### src/rtl/nand3_stim_sequencer_if.sv
// Bundle between the characterisation harness, the sequencer and one NAND3 cell.
//   start/mode/num_vec : run request and its parameters (harness -> sequencer)
//   in1/in2/in3        : cell inputs driven by the sequencer
//   qn                 : cell output observed by the sequencer
//   busy/done          : run status (done is a one-cycle pulse)
//   tog_rise/tog_fall  : qn edge counts between consecutive samples
//   err_cnt/err_flag   : mismatch count against ~&vec and sticky mismatch flag
interface nand3_stim_sequencer_if #(
  parameter int unsigned CNT_W = 16,
  parameter int unsigned TOG_W = 24
);
  logic             start;
  logic [1:0]       mode;
  logic [CNT_W-1:0] num_vec;
  logic             in1;
  logic             in2;
  logic             in3;
  logic             qn;
  logic             busy;
  logic             done;
  logic [TOG_W-1:0] tog_rise;
  logic [TOG_W-1:0] tog_fall;
  logic [TOG_W-1:0] err_cnt;
  logic             err_flag;

  // Harness plus cell side.
  modport master (
    output start, mode, num_vec, qn,
    input  in1, in2, in3, busy, done, tog_rise, tog_fall, err_cnt, err_flag
  );

  // Sequencer side.
  modport slave (
    input  start, mode, num_vec, qn,
    output in1, in2, in3, busy, done, tog_rise, tog_fall, err_cnt, err_flag
  );
endinterface

### src/rtl/nand3_stim_sequencer.sv
// Stimulus sequencer for characterising a NAND3X1 cell.
// On start it walks a 3-bit vector sequence (binary, gray, LFSR or hold-toggle) onto the
// cell inputs, holds each vector SETTLE cycles, samples qn for one cycle, and keeps
// saturating counts of qn rising/falling edges and of samples that differ from ~&vec.
// Ports:
//   clk : rising-edge clock
//   rst : synchronous active-high reset
//   bus : nand3_stim_sequencer_if slave modport (see interface header)
module nand3_stim_sequencer #(
  parameter int unsigned CNT_W  = 16,
  parameter int unsigned TOG_W  = 24,
  parameter int unsigned SETTLE = 2
) (
  input logic                   clk,
  input logic                   rst,
  nand3_stim_sequencer_if.slave bus
);

  localparam int unsigned      SCW        = (SETTLE > 1) ? $clog2(SETTLE) : 1;
  localparam logic [SCW-1:0]   SettleLoad = SCW'(SETTLE - 1);
  localparam logic [TOG_W-1:0] TogMax     = {TOG_W{1'b1}};

  typedef enum logic [1:0] {StIdle, StSettle, StSample, StFinish} state_e;

  state_e           state_q, state_d;
  logic [1:0]       mode_q, mode_d;
  logic [CNT_W-1:0] num_vec_q, num_vec_d;
  logic [CNT_W-1:0] idx_q, idx_d;
  logic [SCW-1:0]   cnt_q, cnt_d;
  logic [2:0]       vec_q, vec_d;
  logic [2:0]       bin_q, bin_d;   // counter behind the binary and gray sequences
  logic             first_q, first_d;
  logic             prev_q, prev_d;
  logic [TOG_W-1:0] rise_q, rise_d;
  logic [TOG_W-1:0] fall_q, fall_d;
  logic [TOG_W-1:0] err_cnt_q, err_cnt_d;
  logic             err_flag_q, err_flag_d;
  logic             busy_q, busy_d;
  logic             done_q, done_d;
  logic [2:0]       bin_nxt;

  function automatic logic [2:0] seed(input logic [1:0] m);
    case (m)
      2'b10:   return 3'b001;
      2'b11:   return 3'b111;
      default: return 3'b000;
    endcase
  endfunction

  // State register and all datapath registers.
  always_ff @(posedge clk) begin
    if (rst) begin
      state_q    <= StIdle;
      mode_q     <= 2'b00;
      num_vec_q  <= '0;
      idx_q      <= '0;
      cnt_q      <= '0;
      vec_q      <= 3'b000;
      bin_q      <= 3'b000;
      first_q    <= 1'b1;
      prev_q     <= 1'b0;
      rise_q     <= '0;
      fall_q     <= '0;
      err_cnt_q  <= '0;
      err_flag_q <= 1'b0;
      busy_q     <= 1'b0;
      done_q     <= 1'b0;
    end else begin
      state_q    <= state_d;
      mode_q     <= mode_d;
      num_vec_q  <= num_vec_d;
      idx_q      <= idx_d;
      cnt_q      <= cnt_d;
      vec_q      <= vec_d;
      bin_q      <= bin_d;
      first_q    <= first_d;
      prev_q     <= prev_d;
      rise_q     <= rise_d;
      fall_q     <= fall_d;
      err_cnt_q  <= err_cnt_d;
      err_flag_q <= err_flag_d;
      busy_q     <= busy_d;
      done_q     <= done_d;
    end
  end

  // Next-state and datapath update.
  always_comb begin
    state_d    = state_q;
    mode_d     = mode_q;
    num_vec_d  = num_vec_q;
    idx_d      = idx_q;
    cnt_d      = cnt_q;
    vec_d      = vec_q;
    bin_d      = bin_q;
    first_d    = first_q;
    prev_d     = prev_q;
    rise_d     = rise_q;
    fall_d     = fall_q;
    err_cnt_d  = err_cnt_q;
    err_flag_d = err_flag_q;
    bin_nxt    = bin_q + 3'd1;

    unique case (state_q)
      StIdle: begin
        if (bus.start) begin
          mode_d     = bus.mode;
          num_vec_d  = bus.num_vec;
          rise_d     = '0;
          fall_d     = '0;
          err_cnt_d  = '0;
          err_flag_d = 1'b0;
          first_d    = 1'b1;
          if (bus.num_vec != '0) begin
            vec_d   = seed(bus.mode);
            bin_d   = 3'b000;
            cnt_d   = SettleLoad;
            idx_d   = '0;
            state_d = StSettle;
          end else begin
            state_d = StFinish;
          end
        end
      end
      StSettle: begin
        if (cnt_q == '0) state_d = StSample;
        else             cnt_d   = cnt_q - SCW'(1);
      end
      StSample: begin
        if (bus.qn != ~&vec_q) begin
          err_flag_d = 1'b1;
          if (err_cnt_q != TogMax) err_cnt_d = err_cnt_q + TOG_W'(1);
        end
        if (!first_q) begin
          if (bus.qn && !prev_q && rise_q != TogMax) rise_d = rise_q + TOG_W'(1);
          if (!bus.qn && prev_q && fall_q != TogMax) fall_d = fall_q + TOG_W'(1);
        end
        prev_d  = bus.qn;
        first_d = 1'b0;
        if (idx_q == num_vec_q - CNT_W'(1)) begin
          state_d = StFinish;
        end else begin
          case (mode_q)
            2'b00: begin
              bin_d = bin_nxt;
              vec_d = bin_nxt;
            end
            2'b01: begin
              bin_d = bin_nxt;
              vec_d = bin_nxt ^ (bin_nxt >> 1);
            end
            2'b10:   vec_d = {vec_q[1:0], vec_q[2] ^ vec_q[1]};
            default: vec_d = {~vec_q[2], vec_q[1:0]};  // 111 <-> 011
          endcase
          idx_d   = idx_q + CNT_W'(1);
          cnt_d   = SettleLoad;
          state_d = StSettle;
        end
      end
      StFinish: state_d = StIdle;
      default:  state_d = StIdle;
    endcase
  end

  // Status outputs are registered from the upcoming state so they align with it.
  always_comb begin
    busy_d = (state_d == StSettle) || (state_d == StSample);
    done_d = (state_d == StFinish);
  end

  assign bus.in1      = vec_q[2];
  assign bus.in2      = vec_q[1];
  assign bus.in3      = vec_q[0];
  assign bus.busy     = busy_q;
  assign bus.done     = done_q;
  assign bus.tog_rise = rise_q;
  assign bus.tog_fall = fall_q;
  assign bus.err_cnt  = err_cnt_q;
  assign bus.err_flag = err_flag_q;

endmodule

### src/flat_wrapper.sv
// flat-port wrapper written by rule: the top's interface ports become plain ports
module nand3_stim_sequencer_flat 
#(
  parameter int unsigned CNT_W  = 16,
  parameter int unsigned TOG_W  = 24,
  parameter int unsigned SETTLE = 2
)
  (clk, rst, bus_start, bus_mode, bus_num_vec, bus_qn, bus_in1, bus_in2, bus_in3, bus_busy, bus_done, bus_tog_rise, bus_tog_fall, bus_err_cnt, bus_err_flag);
  nand3_stim_sequencer_if #(.CNT_W(CNT_W), .TOG_W(TOG_W)) bus_i ();
  input logic clk;
  input logic rst;
  input wire logic [$bits(bus_i.start)-1:0] bus_start;
  input wire logic [$bits(bus_i.mode)-1:0] bus_mode;
  input wire logic [$bits(bus_i.num_vec)-1:0] bus_num_vec;
  input wire logic [$bits(bus_i.qn)-1:0] bus_qn;
  output wire logic [$bits(bus_i.in1)-1:0] bus_in1;
  output wire logic [$bits(bus_i.in2)-1:0] bus_in2;
  output wire logic [$bits(bus_i.in3)-1:0] bus_in3;
  output wire logic [$bits(bus_i.busy)-1:0] bus_busy;
  output wire logic [$bits(bus_i.done)-1:0] bus_done;
  output wire logic [$bits(bus_i.tog_rise)-1:0] bus_tog_rise;
  output wire logic [$bits(bus_i.tog_fall)-1:0] bus_tog_fall;
  output wire logic [$bits(bus_i.err_cnt)-1:0] bus_err_cnt;
  output wire logic [$bits(bus_i.err_flag)-1:0] bus_err_flag;
  assign bus_i.start = bus_start;
  assign bus_i.mode = bus_mode;
  assign bus_i.num_vec = bus_num_vec;
  assign bus_i.qn = bus_qn;
  assign bus_in1 = bus_i.in1;
  assign bus_in2 = bus_i.in2;
  assign bus_in3 = bus_i.in3;
  assign bus_busy = bus_i.busy;
  assign bus_done = bus_i.done;
  assign bus_tog_rise = bus_i.tog_rise;
  assign bus_tog_fall = bus_i.tog_fall;
  assign bus_err_cnt = bus_i.err_cnt;
  assign bus_err_flag = bus_i.err_flag;
  nand3_stim_sequencer #(.CNT_W(CNT_W), .TOG_W(TOG_W), .SETTLE(SETTLE)) u_core (.clk(clk), .rst(rst), .bus(bus_i));
endmodule
### config.mk
export PLATFORM = sky130hd
export DESIGN_NAME = nand3_stim_sequencer_flat
export DESIGN_NICKNAME = d
export VERILOG_FILES = /design/src/rtl/nand3_stim_sequencer_if.sv /design/src/rtl/nand3_stim_sequencer.sv /design/src/flat_wrapper.sv
export SDC_FILE = /design/constraint.sdc
export NUM_CORES = 1
export LEC_CHECK = 0
export CAP_MARGIN = 10
export CORE_MARGIN = 5
export CORE_UTILIZATION = 33
export DETAILED_ROUTE_END_ITERATION = 7
export GPL_TIMING_DRIVEN = 0
export PLACE_DENSITY_LB_ADDON = 0.2
export SLEW_MARGIN = 20
export SYNTH_ARGS = -nofsm -noshare
export SYNTH_HDL_FRONTEND = slang
export SYNTH_SLANG_ARGS = --single-unit
### constraint.sdc
create_clock -name clk -period 3.3 [get_ports clk]
set_clock_uncertainty 0.15 [all_clocks]
set_input_delay 0.495 -clock clk [delete_from_list [all_inputs] [get_ports clk]]
set_output_delay 0.495 -clock clk [all_outputs]
set_load 0.005 [all_outputs]
---- After elaboration in Yosys (flattened, before gate mapping) ----
Index checks and enable logic that the tools add are counted.
cells by class
  shifts and indexed selects .............. 0
  equal/unequal tests ..................... 25
  divide/modulo/power cells ............... 0
  multiplexer cells ....................... 40
  order comparisons ....................... 0
  add/subtract/negate cells ............... 7
  bitwise operators ....................... 3
  reductions and logical operators ........ 25
  $mul .................................... 0
operators by type and width
  operator                                                                  count
  24-bit 2-to-1 mux                                                         7
  24-bit case mux with 2 select lines                                       3
  24-bit by 1-bit adder with 24-bit output (second input constant)          3
  24-bit inequality test (second input constant)                            3
  16-bit 2-to-1 mux                                                         3
  16-bit case mux with 2 select lines                                       1
  3-bit 2-to-1 mux                                                          7
  4-bit AND reduction                                                       5
  3-bit case mux with 2 select lines                                        3
  16-bit by 1-bit adder with 16-bit output (second input constant)          1
  16-bit equality test                                                      1
  16-bit nonzero test                                                       1
  16-bit by 1-bit subtractor with 16-bit output (second input constant)     1
  2-bit equality test (second input constant)                               7
  2-bit by 1-bit inequality test with 1-bit output (second input constant)  5
  5-bit AND reduction                                                       2
  3-bit case mux with 3 select lines                                        1
  2-bit 2-to-1 mux                                                          4
  2-bit inequality test (second input constant)                             4
  2-bit case mux with 4 select lines                                        1
  1-bit 2-to-1 mux                                                          7
  2-bit by 1-bit equality test with 1-bit output (second input constant)    3
  3-bit AND reduction                                                       2
  1-bit logical AND                                                         4
  other kinds (16)                                                          21
word-level totals
  input bits .............................. 22
  output and inout bits ................... 78
  bits in latches ......................... 0
  memory bits (read-only) ................. 0
  bits in registers ....................... 120
  RAM bits ................................ 0
  memories ................................ 0

---- Logic depth before layout (Yosys ltp) ----
  word-level depth ........................ 6
  mapped depth ............................ 12
  depth with buffers taken out ............ 10

---- Worst setup path after synthesis ----
No wires, ideal clock.
  path kind ............................... reg-to-reg
  from .................................... register u_core.num_vec_q[0]
  to ...................................... register u_core.idx_q[13]
  data arrival time ....................... 2.616 ns
  stages on the path, launching flop included .. 13
  slack ................................... 0.464 ns
  path through ............................ dfxtp_1 > inv_1 > ha_1 > or3b_1 > nor3_1 > o32a_1 > nor4_1 > nand4b_4 > a21oi_4 > buf_6 > buf_6 > o21ai_1 > a21oi_1
on the way
  word-level cells in the longest chain between the ends .. 4
RTL lines
  item                                           RTL line                     text
  from (decl)                                    nand3_stim_sequencer.sv:27   logic [CNT_W-1:0] num_vec_q, num_vec_d;
  from (signal assigned)                         nand3_stim_sequencer.sv:71   num_vec_q <= num_vec_d;
  16-bit by 1-bit subtractor with 16-bit output  nand3_stim_sequencer.sv:140  if (idx_q == num_vec_q - CNT_W'(1)) begin
  16-bit equality test                           nand3_stim_sequencer.sv:140
  2-bit inequality test (no line)                --
  4-bit AND reduction (no line)                  --
  to (signal assigned)                           nand3_stim_sequencer.sv:72   idx_q <= idx_d;
  to (decl)                                      nand3_stim_sequencer.sv:28   logic [CNT_W-1:0] idx_q, idx_d;
No other way between the ends.
A chain may end at the register's enable or synchronous reset.

---- Worst setup path after layout ----
  from .................................... input bus_start
  to ...................................... register u_core.bin_q[2]
on the way
  word-level cells in the longest chain between the ends .. 2
RTL lines
  item                             RTL line                    text
  from (decl)                      flat_wrapper.sv:12          input wire logic [$bits(bus_i.start)-1:0] bus_start;
  2-bit inequality test (no line)  --
  5-bit AND reduction (no line)    --
  to (signal assigned)             nand3_stim_sequencer.sv:75  bin_q <= bin_d;
  to (decl)                        nand3_stim_sequencer.sv:31  logic [2:0] bin_q, bin_d;
No other way between the ends.

==> out/metrics.yaml <==
async_reset_ff_share_pct: 0
cp-end-kind: "register"
finalCriticalPeriod_ns: 3.08
grt_use_total_pct: 15.7
fillers: 1877
synth_cell_type_count: 63
syn_inst: 758
dp_hpwl_mm: 12.6
min-delay-path-class: "reg -> reg"
die_y_um: 147
antenna_found_initial: 0
syn_to_final_growth_pct: 31.4
hold_violations: 0
initialDrtViolationCount: 302
grt_max_degree: 17
cp_max_fo: 10
cts_buffer_depth: 2
drv_cap: 0
dieArea_um2: 21500
htree_levels: 4
clkTransAtPathRegs_ns: 0.05
critPathRequiredTime_ns: 3.46
startpoint_type: "input pin"
final_layout_size_suffix_gt1_share_pct: 6.86
worst_pin_slew_ns: 0.707
max_clock_freq_ghz: 0.325
arrival_ns: 3.24
start_util_pct: 33.2
synth_edf_count: 0
drcViolationCount: 0
final_antenna_net_count: 0
power.density_nw_per_um2: 466
ys.flop_type: "dfxtp_1"
vias_per_cell: 5.14
synth_seq_cells: 120
pin_count: 100
slew_viol_final: 0
vias: 5776
worstSetupPathType: "in -> reg"
rsz0062_at_grt: "false"
globalplace.congestion: 0.844
cts_tree: "yes"
die_width_um: 147
firstDrtPassIters: 4
ys.warnings.count: 0
io_buffers: 99
period_share_pct: 93.3
wire_per_inst_um: 15.4
num-nets-final: 909
clock_latency_ns: 0.42
slew_headroom_pct: 52.4
stdcell_count: 1123
status: "finished, final reports clean"
final_area_um2: 8090
reg2reg_slack_ns: 0.22
grt_first_pass_wirelength_mm: 27.9
rows: 50
dpl_cell_area_um2: 7440
finalSetupViolCount: 0
drt_wl_total_mm: 17.3
grt_pass1_vias: 5485
avgSynthCellArea_um2: 8.12
cts_root_buffer: "clkbuf_16"
core_um2: 18500
p_leak_nw: 2.64
cts.sinks: 120
synth_nets: 791
diodes: 0
numCtsBuffers: 17
yosysSeqAreaShare_pct: 39.0
ir_drop_mv: 0.343
grt_overflow: 0
syn_area_um2: 6150
place_inst: 1091
[cells in the mapped netlist (9+ instances only)]
cell      number  area (µm²)
xor2_1        28         245
nand4_1       22         138
inv_1         33         124
or3_1         21         131
xnor2_1       45         394
or4_1          9        67.6
ha_1          11         138
a21oi_1       56         280
nor2_1        81         304
dfxtp_1      120        2400
nand2b_1      10        62.6
o21ai_0       26         130
nor3_1        26         130
nand2_1       89         334
nand3_1       30         150
and3_1        10        62.6
clkbuf_1      20        75.1
and4_1        10        87.6
nor4_1        19         119
[cell usage in the layout, fill, tap and decap left out, types with 5 or more instances in the layout]
cell	instances
and4_1	10
xor2_1	28
nand2_1	89
a211oi_1	6
a21oi_1	56
nor2_1	81
clkbuf_1	20
nor4_1	16
nand2b_1	10
and2_1	7
nor3_1	24
nor2b_1	6
or3_1	21
clkdlybuf4s50_1	99
o211ai_1	5
ha_1	11
or4_1	9
clkbuf_16	17
xnor2_1	45
o31ai_1	5
inv_1	33
nand4_1	22
and3_1	10
nand3_1	30
dfxtp_1	119
o21ai_0	26
clkinv_2	5
[routing by layer]
| metal | up-vias | wire (µm) | share of wire, % | global-route usage (%) |
|---|---|---|---|---|
| li1 | 2925 | - | - | - |
| met2 | 129 | 7750 | 45 | 25.2 |
| met3 | 13 | 828 | 4.8 | 5.18 |
| met1 | 2709 | 8480 | 49 | 20.5 |
| met4 | 0 | 192 | 1.1 | 4.09 |
| met5 | - | 0 | 0 | 0 |
[final timing paths]
check,start,end,cells after the start
worst max-delay path,bus_start,u_core.bin_q[2],9
worst min-delay path,u_core.bin_q[1],u_core.bin_q[1],1
worst max register to register,u_core.num_vec_q[1],u_core.idx_q[13],12
worst min register to register,u_core.bin_q[1],u_core.bin_q[1],1
[logic make-up after synthesis]
family | after synthesis | share of synthesized area, %
simple gates | 359 | 30.4
fa+ha+maj | 11 | 2.24
mux | 4 | 0.651
xor+xnor | 73 | 10.4
flops | 120 | 39.0
buf+inv | 61 | 4.25
compound gates | 130 | 13.0
[through the flow]
step | hold slack [ns] | total power, mW | utilization, % | setup WS, ns | setup TNS (ns)
after floorplan | 0.295 | 1.79 | - | 0.464 | 0
after global placement | 0.309 | 1.93 | 40.2 | -0.569 | -8.49
after detailed placement | 0.315 | 1.93 | 40.2 | -0.507 | -7.63
after CTS | 0.326 | 3.80 | 43.4 | 0.0450 | 0
after global routing | 0.337 | 3.90 | 43.7 | 0.0233 | 0
final | 0.323 | 3.77 | 43.7 | 0.220 | 0
[power by group]
part           total (mW)  leakage [nW]  internal [mW]  switching, mW
sequential           1.51         0.971           1.48         0.0361
combinational       0.400          1.38          0.166          0.234
clock                1.86         0.284           1.17          0.691
total                3.77          2.64           2.81          0.961
[critical path: stages]
cell and delay [ns]:
clkdlybuf4s50_1 0.54, inv_1 0.08, nor3_2 0.50, and2_1 0.38, or2_2 0.22, clkbuf_1 0.47, a31oi_1 0.16, a31o_2 0.26
o2bb2ai_1 0.11
[registers in the layout, indices dropped and copies added, names as in the netlist, 2 cells and up]
register / count
u_core.bus.tog_rise: 24
u_core.vec_q: 3
u_core.bus.err_cnt: 24
u_core.num_vec_q: 16
u_core.bin_q: 3
u_core.bus.tog_fall: 24
u_core.mode_q: 2
u_core.state_q: 2
u_core.idx_q: 16
[what timing repair did]
action	4_1_cts	5_1_grt
buffers inserted	0	0
resized for setup	2	8
hold buffers	0	0
setup endpoints to repair	12	23
[layout make-up]
| cell class | instances | area, µm² | share of cell area [%] |
|---|---|---|---|
| buffer | 28 | 138 | 1.70 |
| sequential | 120 | 2400 | 29.7 |
| inverter | 33 | 124 | 1.53 |
| multi-input combinational | 577 | 3550 | 43.9 |
| clock inverter | 12 | 124 | 1.53 |
| timing repair buffer | 99 | 991 | 12.3 |
| tap | 234 | 293 | 3.62 |
| clock buffer | 20 | 467 | 5.77 |
No activity file was read; power rests on OpenSTA's default activity.
